`config.mk`:
```
export PLATFORM = sky130hd
export DESIGN_NAME = tft_frame_streamer
export DESIGN_NICKNAME = d
export VERILOG_FILES = /design/src/rtl/tft_pkg.sv /design/src/rtl/tft_spi_byte_tx.sv /design/src/rtl/tft_frame_streamer.sv
export SDC_FILE = /design/constraint.sdc
export NUM_CORES = 1
export LEC_CHECK = 0
export ABC_CLOCK_PERIOD_IN_PS = 7800
export CAP_MARGIN = 0
export CORE_MARGIN = 3
export CORE_UTILIZATION = 30
export DETAILED_ROUTE_END_ITERATION = 10
export GPL_TIMING_DRIVEN = 0
export PLACE_DENSITY_LB_ADDON = 0.15
export SLEW_MARGIN = 20
export SYNTH_ARGS = -nofsm -noshare
export SYNTH_HDL_FRONTEND = slang
export SYNTH_HIERARCHICAL = 1
export SYNTH_SLANG_ARGS = --single-unit
```
`constraint.sdc`:
```
create_clock -name clk -period 7.8 [get_ports clk]
set_clock_uncertainty 0.15 [all_clocks]
set_input_delay 0.78 -clock clk [delete_from_list [all_inputs] [get_ports clk]]
set_output_delay 0.78 -clock clk [all_outputs]
set_load 0.05 [all_outputs]
```
`src/rtl/tft_pkg.sv`:
```
`default_nettype none
// ============================================================================
// Module      : tft_pkg
// Description : Shared constants, ILI9341 opcodes, streamer state encoding and
//               SPI byte-timing helpers for the TFT frame streamer.
// Revision    : 1.0 - initial release
// ============================================================================
package tft_pkg;

    // Default panel geometry (landscape ILI9341)
    localparam int c_LCD_W_DEFAULT = 320;
    localparam int c_LCD_H_DEFAULT = 240;

    // ILI9341 command opcodes used for frame streaming
    localparam logic [7:0] c_OP_CASET = 8'h2A;
    localparam logic [7:0] c_OP_PASET = 8'h2B;
    localparam logic [7:0] c_OP_RAMWR = 8'h2C;

    // Frame streamer states; each byte state names the byte currently on the wire
    typedef enum logic [3:0] {
        ST_IDLE      = 4'd0,
        ST_CMD_CASET = 4'd1,
        ST_DAT_CASET = 4'd2,
        ST_CMD_PASET = 4'd3,
        ST_DAT_PASET = 4'd4,
        ST_CMD_RAMWR = 4'd5,
        ST_PIX_HI    = 4'd6,
        ST_PIX_LO    = 4'd7,
        ST_DONE      = 4'd8
    } stream_state_t;

    // Clocks from one byte accept to the next: 8 bits x 2 half-periods + load gap
    function automatic int spi_byte_period(input int spi_div);
        return 16 * spi_div + 1;
    endfunction

    // Window parameter byte: start address is always 0, end address big-endian
    function automatic logic [7:0] window_byte(input logic [15:0] win_end,
                                               input logic [1:0]  idx);
        case (idx)
            2'd2:    return win_end[15:8];
            2'd3:    return win_end[7:0];
            default: return 8'h00;
        endcase
    endfunction

endpackage
`default_nettype wire

```
`src/rtl/tft_spi_byte_tx.sv`:
```
`default_nettype none
// ============================================================================
// Module      : tft_spi_byte_tx
// Description : SPI mode-0 MSB-first byte serializer with valid/ready handshake.
//               Owns SCK, MOSI and the per-byte D/C line.
// Revision    : 1.0 - initial release
// ============================================================================
module tft_spi_byte_tx #(
    parameter int SPI_DIV = 2
) (
    input  logic       clk,
    input  logic       reset,
    input  logic       valid,
    input  logic [7:0] data,
    input  logic       dc,
    output logic       ready,
    output logic       done,
    output logic       spi_sck,
    output logic       spi_mosi,
    output logic       spi_dc
);

    localparam int                 c_DIV_W    = (SPI_DIV > 1) ? $clog2(SPI_DIV) : 1;
    localparam logic [c_DIV_W-1:0] c_DIV_LAST = c_DIV_W'(SPI_DIV - 1);

    logic               r_active;
    logic [7:0]         r_shift;
    logic [2:0]         r_bit_cnt;
    logic [c_DIV_W-1:0] r_div_cnt;
    logic               r_sck;
    logic               r_mosi;
    logic               r_dc;
    logic               r_done;

    assign ready    = ~r_active;
    assign done     = r_done;
    assign spi_sck  = r_sck;
    assign spi_mosi = r_mosi;
    assign spi_dc   = r_dc;

    // Load a byte when idle, then toggle SCK every SPI_DIV clocks, shifting on falls
    always_ff @(posedge clk) begin
        if (reset) begin
            r_active  <= 1'b0;
            r_shift   <= '0;
            r_bit_cnt <= '0;
            r_div_cnt <= '0;
            r_sck     <= 1'b0;
            r_mosi    <= 1'b0;
            r_dc      <= 1'b0;
            r_done    <= 1'b0;
        end else begin
            r_done <= 1'b0;
            if (!r_active) begin
                if (valid) begin
                    r_active  <= 1'b1;
                    r_shift   <= {data[6:0], 1'b0};
                    r_mosi    <= data[7];
                    r_dc      <= dc;
                    r_bit_cnt <= '0;
                    r_div_cnt <= '0;
                    r_sck     <= 1'b0;
                end
            end else if (r_div_cnt == c_DIV_LAST) begin
                r_div_cnt <= '0;
                if (!r_sck) begin
                    r_sck <= 1'b1;
                end else begin
                    r_sck <= 1'b0;
                    if (r_bit_cnt == 3'd7) begin
                        // Eighth fall: byte complete, ready again next cycle
                        r_active <= 1'b0;
                        r_done   <= 1'b1;
                    end else begin
                        r_bit_cnt <= r_bit_cnt + 3'd1;
                        r_mosi    <= r_shift[7];
                        r_shift   <= {r_shift[6:0], 1'b0};
                    end
                end
            end else begin
                r_div_cnt <= r_div_cnt + c_DIV_W'(1);
            end
        end
    end

endmodule
`default_nettype wire

```
`src/rtl/tft_frame_streamer.sv`:
```
`default_nettype none
// ============================================================================
// Module      : tft_frame_streamer
// Description : Streams one ILI9341 frame (CASET/PASET/RAMWR + RGB565 pixels)
//               over 4-wire SPI while strobing a scan-order pixel renderer.
// Revision    : 1.0 - initial release
// ============================================================================
module tft_frame_streamer
    import tft_pkg::*;
#(
    parameter int LCD_W   = c_LCD_W_DEFAULT,
    parameter int LCD_H   = c_LCD_H_DEFAULT,
    parameter int SPI_DIV = 2,
    parameter int FB_HIGH = 2
) (
    input  logic        clk,
    input  logic        reset,
    input  logic        start,
    output logic        busy,
    output logic        frame_done,
    output logic        framebufferClk,
    input  logic [15:0] pixel_color,
    output logic        spi_sck,
    output logic        spi_mosi,
    output logic        spi_cs_n,
    output logic        spi_dc
);

    localparam int          c_NPIX      = LCD_W * LCD_H;
    localparam logic [16:0] c_LAST_PIX  = 17'(c_NPIX - 1);
    localparam logic [15:0] c_COL_END   = 16'(LCD_W - 1);
    localparam logic [15:0] c_ROW_END   = 16'(LCD_H - 1);
    localparam int          c_BYTE_CLKS = spi_byte_period(SPI_DIV);
    localparam int          c_FB_W      = (FB_HIGH > 1) ? $clog2(FB_HIGH) : 1;

    // The renderer needs its strobe to finish with margin inside one byte time
    if (!(SPI_DIV >= 1 && FB_HIGH >= 2 && FB_HIGH + 2 <= c_BYTE_CLKS - 1)) begin : g_param_check
        $error("tft_frame_streamer: FB_HIGH+2 must not exceed 16*SPI_DIV");
    end

    stream_state_t     r_state;
    logic [1:0]        r_idx;
    logic [16:0]       r_pix_cnt;
    logic [15:0]       r_pix_q;
    logic              r_busy;
    logic              r_frame_done;
    logic              r_cs_n;
    logic              r_fb;
    logic [c_FB_W-1:0] r_fb_cnt;

    logic              w_tx_valid;
    logic [7:0]        w_tx_data;
    logic              w_tx_dc;
    logic              w_tx_ready;
    logic              w_tx_done;
    logic              w_last_pix;
    logic              w_enter_lo;

    assign busy           = r_busy;
    assign frame_done     = r_frame_done;
    assign spi_cs_n       = r_cs_n;
    assign framebufferClk = r_fb;

    assign w_last_pix = (r_pix_cnt == c_LAST_PIX);
    assign w_enter_lo = (r_state == ST_PIX_HI) && w_tx_done;

    // Next byte to hand the serializer, presented in the cycle the previous byte completes
    always_comb begin
        w_tx_valid = 1'b0;
        w_tx_data  = 8'h00;
        w_tx_dc    = 1'b1;
        case (r_state)
            ST_IDLE: begin
                if (start) begin
                    w_tx_valid = 1'b1;
                    w_tx_data  = c_OP_CASET;
                    w_tx_dc    = 1'b0;
                end
            end
            ST_CMD_CASET: begin
                w_tx_valid = w_tx_done;
                w_tx_data  = window_byte(c_COL_END, 2'd0);
            end
            ST_DAT_CASET: begin
                w_tx_valid = w_tx_done;
                if (r_idx == 2'd3) begin
                    w_tx_data = c_OP_PASET;
                    w_tx_dc   = 1'b0;
                end else begin
                    w_tx_data = window_byte(c_COL_END, r_idx + 2'd1);
                end
            end
            ST_CMD_PASET: begin
                w_tx_valid = w_tx_done;
                w_tx_data  = window_byte(c_ROW_END, 2'd0);
            end
            ST_DAT_PASET: begin
                w_tx_valid = w_tx_done;
                if (r_idx == 2'd3) begin
                    w_tx_data = c_OP_RAMWR;
                    w_tx_dc   = 1'b0;
                end else begin
                    w_tx_data = window_byte(c_ROW_END, r_idx + 2'd1);
                end
            end
            ST_CMD_RAMWR: begin
                // pix_q is loaded on this same edge, so send the live value
                w_tx_valid = w_tx_done;
                w_tx_data  = pixel_color[15:8];
            end
            ST_PIX_HI: begin
                w_tx_valid = w_tx_done;
                w_tx_data  = r_pix_q[7:0];
            end
            ST_PIX_LO: begin
                w_tx_valid = w_tx_done && !w_last_pix;
                w_tx_data  = pixel_color[15:8];
            end
            default: begin
                w_tx_valid = 1'b0;
            end
        endcase
    end

    // Frame sequencer: byte states advance on serializer completion
    always_ff @(posedge clk) begin
        if (reset) begin
            r_state      <= ST_IDLE;
            r_idx        <= '0;
            r_pix_cnt    <= '0;
            r_pix_q      <= '0;
            r_busy       <= 1'b0;
            r_frame_done <= 1'b0;
            r_cs_n       <= 1'b1;
        end else begin
            r_frame_done <= 1'b0;
            case (r_state)
                ST_IDLE: begin
                    if (start && w_tx_ready) begin
                        r_state   <= ST_CMD_CASET;
                        r_busy    <= 1'b1;
                        r_cs_n    <= 1'b0;
                        r_pix_cnt <= '0;
                    end
                end
                ST_CMD_CASET: begin
                    if (w_tx_done) begin
                        r_state <= ST_DAT_CASET;
                        r_idx   <= '0;
                    end
                end
                ST_DAT_CASET: begin
                    if (w_tx_done) begin
                        if (r_idx == 2'd3) r_state <= ST_CMD_PASET;
                        else               r_idx   <= r_idx + 2'd1;
                    end
                end
                ST_CMD_PASET: begin
                    if (w_tx_done) begin
                        r_state <= ST_DAT_PASET;
                        r_idx   <= '0;
                    end
                end
                ST_DAT_PASET: begin
                    if (w_tx_done) begin
                        if (r_idx == 2'd3) r_state <= ST_CMD_RAMWR;
                        else               r_idx   <= r_idx + 2'd1;
                    end
                end
                ST_CMD_RAMWR: begin
                    if (w_tx_done) begin
                        r_state <= ST_PIX_HI;
                        r_pix_q <= pixel_color;
                    end
                end
                ST_PIX_HI: begin
                    if (w_tx_done) r_state <= ST_PIX_LO;
                end
                ST_PIX_LO: begin
                    if (w_tx_done) begin
                        if (w_last_pix) begin
                            // Last SCK fall has happened: close the transaction
                            r_state      <= ST_DONE;
                            r_busy       <= 1'b0;
                            r_cs_n       <= 1'b1;
                            r_frame_done <= 1'b1;
                            r_pix_cnt    <= '0;
                        end else begin
                            r_state   <= ST_PIX_HI;
                            r_pix_cnt <= r_pix_cnt + 17'd1;
                            r_pix_q   <= pixel_color;
                        end
                    end
                end
                ST_DONE: begin
                    // frame_done is visible for exactly this cycle; start is not sampled here
                    r_state <= ST_IDLE;
                end
                default: begin
                    r_state <= ST_IDLE;
                end
            endcase
        end
    end

    // Pixel-advance strobe: high for FB_HIGH clocks from the start of each low byte
    always_ff @(posedge clk) begin
        if (reset) begin
            r_fb     <= 1'b0;
            r_fb_cnt <= '0;
        end else if (w_enter_lo) begin
            r_fb     <= 1'b1;
            r_fb_cnt <= c_FB_W'(FB_HIGH - 1);
        end else if (r_fb) begin
            if (r_fb_cnt == '0) r_fb     <= 1'b0;
            else                r_fb_cnt <= r_fb_cnt - c_FB_W'(1);
        end
    end

    tft_spi_byte_tx #(
        .SPI_DIV (SPI_DIV)
    ) u_spi_tx (
        .clk      (clk),
        .reset    (reset),
        .valid    (w_tx_valid),
        .data     (w_tx_data),
        .dc       (w_tx_dc),
        .ready    (w_tx_ready),
        .done     (w_tx_done),
        .spi_sck  (spi_sck),
        .spi_mosi (spi_mosi),
        .spi_dc   (spi_dc)
    );

endmodule
`default_nettype wire

```
==> results of run 1 <==
how the worst max path moves through the flow:
stage | from | to | slack (ns) | depth (start not counted)
after global routing | r_pix_cnt[3] | u_spi_tx/r_bit_cnt[0] | 4.30 | 9
after floorplan | r_pix_cnt[3] | u_spi_tx/r_bit_cnt[0] | 5.26 | 9
after CTS | r_pix_cnt[3] | u_spi_tx/r_bit_cnt[0] | 4.57 | 9
final | r_pix_cnt[3] | u_spi_tx/r_bit_cnt[0] | 4.61 | 9
after global placement | r_pix_cnt[3] | u_spi_tx/r_bit_cnt[0] | 4.62 | 9
after detailed placement | r_pix_cnt[3] | u_spi_tx/r_bit_cnt[0] | 4.60 | 9
synthesized netlist by cell type, types with 4 or more instances:
master / instances
buf_2: 4
o21ai_0: 11
nand2_1: 28
nand2b_1: 20
inv_1: 8
a21oi_1: 22
nand3_1: 21
ha_1: 7
a211oi_2: 7
a31oi_1: 8
nor2b_1: 9
nor2_1: 25
mux2i_1: 18
clkbuf_1: 10
dfxtp_1: 52
xnor2_1: 6
nand3b_1: 6
nor3_1: 18
buf_1: 5
cells in the final DEF (no fill, tap or decap), types with 7 or more instances in the layout:
cell type,n
nand2_1,28
nor2b_1,9
nor3_1,18
o21ai_0,11
a211oi_2,7
nand2b_1,20
ha_1,7
clkbuf_8,7
dfxtp_1,52
mux2i_1,18
inv_1,8
clkbuf_1,10
nand3_1,21
a21oi_1,22
clkdlybuf4s50_1,25
a31oi_1,8
nor2_1,25
cell families (layout without fill, tap and decap cells):
group	count (synthesis)	count (layout)	synth area share
xor+xnor	8	8	0.0241
fa+ha+maj	8	8	0.0336
buf+inv	29	62	0.0444
mux	21	21	0.0736
simple gates	154	154	0.287
compound gates	73	73	0.179
flops	52	52	0.358
final cells by class:
type	count	area, µm²	area share
Buffer	21	98.8	0.0287
Clock buffer	7	96.3	0.0280
Clock inverter	1	30.0	0.00872
Inverter	8	30.0	0.00872
Multi-Input combinational cell	264	1740	0.504
Sequential cell	52	1040	0.302
Tap cell	129	161	0.0469
Timing Repair Buffer	25	250	0.0727
state kept, by name, indices dropped and copies added, names as in the netlist, 2 cells and up:
signal	cells
r_pix_cnt	17
r_pix_q	8
u_spi_tx/r_shift	7
r_state	4
u_spi_tx/r_bit_cnt	3
r_idx	2
stage by stage:
step / worst slack [ns] / total power (W) / area (µm²) / util
final: 4.61 / 0.000561 / 3440 / 0.369
after global routing: 4.30 / 0.000588 / 3440 / 0.369
after CTS: 4.57 / 0.000572 / 3440 / 0.369
after detailed placement: 4.60 / 0.000365 / 3320 / 0.356
after global placement: 4.62 / 0.000365 / 3320 / 0.356
after floorplan: 5.26 / 0.000336 / 2910 / -
report_power, final:
group	internal [W]	switching, W	total [W]	leakage, nW
logic	0.0000335	0.0000480	0.0000815	0.622
registers	0.000272	0.00000417	0.000276	0.421
clock network	0.000113	0.0000901	0.000203	0.0645
total	0.000419	0.000142	0.000561	1.11
worst register-to-register path, stage by stage (launching register included):
cell and delay (ns):
dfxtp_1 0.46, nand3_1 0.16, or3_1 0.43, nor4_2 0.65, a41o_1 0.26, a21oi_1 0.09
nor2b_1 0.16, buf_2 0.19, nor3_1 0.38, mux2_2 0.23
per-layer routing:
metal / wire [µm] / vias to the layer above / track usage
met4: 42 / 0 / 0.0332
met3: 212 / 2 / 0.0310
met1: 3840 / 1208 / 0.194
met2: 3240 / 29 / 0.213
met5: 0 / - / 0
li1: - / 1310 / -
==> out/qor.yml, run 1 <==
setup_path:
  rr_worst_depth: 9
  crit_chain: "nand3_1 > or3_1 > nor4_2 > a41o_1 > a21oi_1 > nor2b_1 > buf_2 > nor3_1 > mux2_2"
  r2r_end: "u_spi_tx/r_bit_cnt[0]"
  critPathCaptureType: "register"
  r2r_start: "r_pix_cnt[3]"
  arrival_ns: 3.29
  critPathTopFamily: "simple AND/OR/NAND/NOR gates"
  critical-path-slowest-cell: "nor4_2"
  start_kind: "register"
  cp.buffers_inverters: 1
  crit_path_max_fanout: 10
  r2r_setup_slack_ns: 4.61
  worstSetupPathType: "register to register"
  critPathRequiredTime_ns: 7.90
  critPathMaxStageDelay_ns: 0.65
clock_tree:
  clock_latency_ns: 0.30
  cts_setup_buffers: 0
  postCtsHoldBufs: 0
  cts_resized: 0
  clkTransAtPathRegs_ns: 0.10
  cts.sinks: 52
  cts_buffers: 5
  max-clock-path-buffers: 2
  cts_tree: "done"
  cts_root_buf: "clkbuf_8"
  htree_levels: 2
sta:
  rsz0062_at_grt: "false"
  finalMaxSlewViolations: 0
  finalSetupViolCount: 0
  hold_violations: 0
  finalSetupTns_ns: 0
  tightestPinTransition_ns: 0.700
  slew_headroom: 0.529
  fin_crit_ns: 3.19
  fin_crit_sh: 0.409
  max_freq_mhz: 313
  whs_ns: 0.312
final_layout:
  stdcell_count: 507
  drive_above_1_share: 0.0794
  final_nets: 403
  syn2layout_area_growth_pct: 18.5
  n_antenna_cell: 0
  n_fill_cell: 993
grt:
  grt_max_degree: 16
  grt_pass1_vias: 2448
  grt_pass1_wl_um: 12400
  grt.total_usage: 0.138
  gr-total-overflow: 0
  grt_antenna_before_repair: 0
logic_synthesis:
  yosys.area.top_type_share: 0.358
  synthTopCellsByArea: "dfxtp_1 36%, mux2i_1 6.2%, nand2b_1 4.3%, a21oi_1 3.8%, nand2_1 3.6%"
  synth_cell_types: 56
  syn_area_per_cell_um2: 8.42
  syn_inst: 345
  synth_top_cell_by_area: "dfxtp_1"
  synthFlopType: "dfxtp_1"
  syn_nets: 371
  syn-cell-area_um2: 2910
  async_flop_share: 0
  ys_warn_count: 6
  yosysSeqAreaShare: 0.358
  ys_ff_latch: 52
  synth_edf_count: 0
die:
  fp.dieW_um: 104
  ioPinCount: 26
  fp-row-count: 35
  die_y_um: 104
  initial_core_util: 0.311
  die-area_um2: 10900
  core-area_um2: 9330
job:
  max_cap_viol_count: 0
detailed_routing:
  vias: 2549
  drc: 0
  wl_um: 7330
  viasPerCell: 5.03
  dr.pass1.iters: 4
  ant_nets: 0
  wl_per_cell_um: 14.5
  drt_iter0_markers: 116
hold_path:
  hp-start: "r_fb_cnt"
  hold_end: "framebufferClk"
  whs_path_depth: 2
  hold_path.class: "register to register"
power_and_ir_drop:
  ir_drop_mv: 0.0822
  p_leak_nw: 1.11
  power_density_nw_per_um2: 163
placed_design:
  dp_hpwl_um: 5300
  numPlacedInstances: 499
  port_buffers: 25
  gp_congestion: 0.776
status:
  status: "finished, final reports clean"
Note: power is estimated with default switching activity, not from simulation.
==> run 2: changes to the inputs <==
--- a/config.mk
+++ b/config.mk
@@ -5,7 +5,7 @@
 export SDC_FILE = /design/constraint.sdc
 export NUM_CORES = 1
 export LEC_CHECK = 0
-export ABC_CLOCK_PERIOD_IN_PS = 7800
+export ABC_CLOCK_PERIOD_IN_PS = 3200
 export CAP_MARGIN = 0
 export CORE_MARGIN = 3
 export CORE_UTILIZATION = 30
==> constraint.sdc (replaced) <==
create_clock -name clk -period 3.2 [get_ports clk]
set_clock_uncertainty 0.15 [all_clocks]
set_input_delay 0.32 -clock clk [delete_from_list [all_inputs] [get_ports clk]]
set_output_delay 0.32 -clock clk [all_outputs]
set_load 0.05 [all_outputs]
==> out/qor.yml, run 2 (same netlist as run 1, synthesis figures left out) <==
setup_path:
  critPathMaxStageDelay_ns: 0.48  # was 0.65 ns
  critPathCaptureType: "register"  # unchanged
  rr_worst_depth: 9  # unchanged
  critPathRequiredTime_ns: 3.31  # was 7.90 ns
  crit_path_max_fanout: 10  # unchanged
  start_kind: "register"  # unchanged
  critical-path-slowest-cell: "nor4_4"  # was nor4_2
  arrival_ns: 3.00  # was 3.29 ns
  crit_chain: "nand3_1 > or3_1 > nor4_4 > a41o_1 > a21oi_1 > nor2b_1 > buf_2 > nor3_2 > mux2_2"  # was nand3_1 > or3_1 > nor4_2 > a41o_1 > a21oi_1 > nor2b_1 > buf_2 > nor3_1 > mux2_2
  worstSetupPathType: "register to register"  # unchanged
detailed_routing:
  drc: 0  # unchanged
  dr.pass1.iters: 4  # unchanged
  vias: 2550  # was 2549
  ant_nets: 0  # unchanged
  viasPerCell: 5.03  # about the same
  drt_iter0_markers: 119  # was 116
  wl_um: 7420  # was 7330 µm
  wl_per_cell_um: 14.6  # was 14.5 µm
sta:
  fin_crit_sh: 0.906  # was 0.409
  slew_headroom: 0.578  # was 0.529
  finalSetupViolCount: 0  # unchanged
  finalSetupTns_ns: 0  # unchanged
  tightestPinTransition_ns: 0.633  # was 0.700 ns
  rsz0062_at_grt: "false"  # unchanged
  max_freq_mhz: 345  # was 313 MHz
  hold_violations: 0  # unchanged
  fin_crit_ns: 2.90  # was 3.19 ns
  finalMaxSlewViolations: 0  # unchanged
grt:
  gr-total-overflow: 0  # unchanged
  grt_max_degree: 16  # unchanged
  grt_pass1_wl_um: 12400  # about the same
  use_met2: 0.215  # was 0.213
  grt_use_met1: 0.194  # unchanged
  grt_antenna_before_repair: 0  # unchanged
  use_met3: 0.0310  # unchanged
  grt.total_usage: 0.139  # was 0.138
  grt_pass1_vias: 2458  # was 2448
  top_usage_layer: "met2"  # unchanged
final_layout:
  final_common_cell: "dfxtp_1"  # unchanged
  n_fill_cell: 990  # was 993
  utilization: 0.371  # was 0.369
  largest_register: "r_pix_cnt"  # unchanged
  largest_reg_flops: 17  # unchanged
  final_cell_mix: "52 x dfxtp_1, 28 x nand2_1, 25 x nor2_1, 25 x clkdlybuf4s50_1, 22 x a21oi_1"  # unchanged
  reg_top3: "r_pix_cnt x17, r_pix_q x8, u_spi_tx/r_shift x7"  # unchanged
  final_nets: 403  # unchanged
  drive_above_1_share: 0.0820  # was 0.0794
  n_antenna_cell: 0  # unchanged
  syn2layout_area_growth_pct: 19.0  # was 18.5%
placed_design:
  dp_hpwl_um: 5300  # unchanged
  gp_congestion: 0.776  # unchanged
  port_buffers: 25  # unchanged
power_and_ir_drop:
  ir_drop_mv: 0.201  # was 0.0822 mV
  p_leak_nw: 1.13  # was 1.11 nW
  power_density_nw_per_um2: 397  # was 163 nW/µm²
clock_tree:
  postCtsHoldBufs: 0  # unchanged
  htree_levels: 2  # unchanged
  cts.sinks: 52  # unchanged
  clock_latency_ns: 0.31  # was 0.30 ns
  cts_root_buf: "clkbuf_8"  # unchanged
  cts_tree: "done"  # unchanged
  max-clock-path-buffers: 2  # unchanged
  cts_buffers: 5  # unchanged
  clkTransAtPathRegs_ns: 0.10  # about the same
hold_path:
  hold_path.class: "register to register"  # unchanged
  whs_path_depth: 2  # unchanged
die:
  fp-row-count: 35  # unchanged
  fp.dieW_um: 104  # unchanged
  ioPinCount: 26  # unchanged
  core-area_um2: 9330  # unchanged
  initial_core_util: 0.311  # unchanged
  die-area_um2: 10900  # unchanged
  die_y_um: 104  # unchanged
status:
  status: "finished, final reports clean"  # unchanged
job:
  max_cap_viol_count: 0  # unchanged
## run 2: cell counts in the layout (fill, tap and decap cells not counted)
Identical to the previous run, type by type.
## run 2: final timing paths
kind / endpoint / slack [ns] / startpoint
max: u_spi_tx/r_bit_cnt[0] / 0.30 / r_pix_cnt[3]
min: framebufferClk / 0.31 / r_fb_cnt
max reg2reg: u_spi_tx/r_bit_cnt[0] / 0.30 / r_pix_cnt[3]
min reg2reg: framebufferClk / 0.31 / r_fb_cnt
## run 2: per-stage QoR
stage          total power [W]  instance area (µm²)  std cells  hold slack, ns  setup WS, ns
2_1_floorplan         0.000820                 2910        345           0.249         0.662
4_1_cts                0.00139                 3450        507           0.319         0.147
5_1_grt                0.00143                 3460        507           0.349        0.0498
6_report               0.00137                 3460        507           0.312         0.302
3_5_place_dp          0.000889                 3320        499           0.303       0.00102
3_3_place_gp          0.000889                 3320        499           0.296        0.0203
## run 2: worst max-delay path: cells and delay by family, from the launching register on
| kind | cells | cell delay, ns |
|---|---|---|
| buf+inv | 1 | 0.19 |
| mux | 1 | 0.20 |
| compound gates | 2 | 0.32 |
| flops | 1 | 0.45 |
| simple gates | 5 | 1.53 |
## run 2: cell type report
class / instances / area [µm²] / area share
timing repair buffer: 25 / 250 / 0.0724
multi-input combinational: 264 / 1750 / 0.506
tap: 129 / 161 / 0.0467
buffer: 21 / 98.8 / 0.0286
inverter: 8 / 30.0 / 0.00869
clock buffer: 7 / 96.3 / 0.0279
sequential: 52 / 1040 / 0.301
clock inverter: 1 / 30.0 / 0.00869
## run 2: timing repair
item,4_1_cts,5_1_grt
setup buffers,0,0
endpoints found under the setup margin,1,3
resized for setup,1,1
## run 2: power by group
part / switching [W] / total, W / internal (W)
combinational: 0.000118 / 0.000200 / 0.0000820
sequential: 0.0000103 / 0.000674 / 0.000664
clock: 0.000224 / 0.000500 / 0.000276
## run 2: metal layers
metal | part of all wire | wire [µm]
met1 | 0.52 | 3830
met2 | 0.44 | 3260
met3 | 0.034 | 253
met4 | 0.010 | 74
met5 | 0 | 0
==> run 3: changes to the inputs <==
==> constraint.sdc (replaced) <==
create_clock -name clk -period 3.2 [get_ports clk]
set_clock_uncertainty 0.15 [all_clocks]
set_input_delay 0.64 -clock clk [delete_from_list [all_inputs] [get_ports clk]]
set_output_delay 0.64 -clock clk [all_outputs]
set_load 0.05 [all_outputs]
==> results of run 3 <==
Final layout, timing and power as in run 2 (identical DEF).
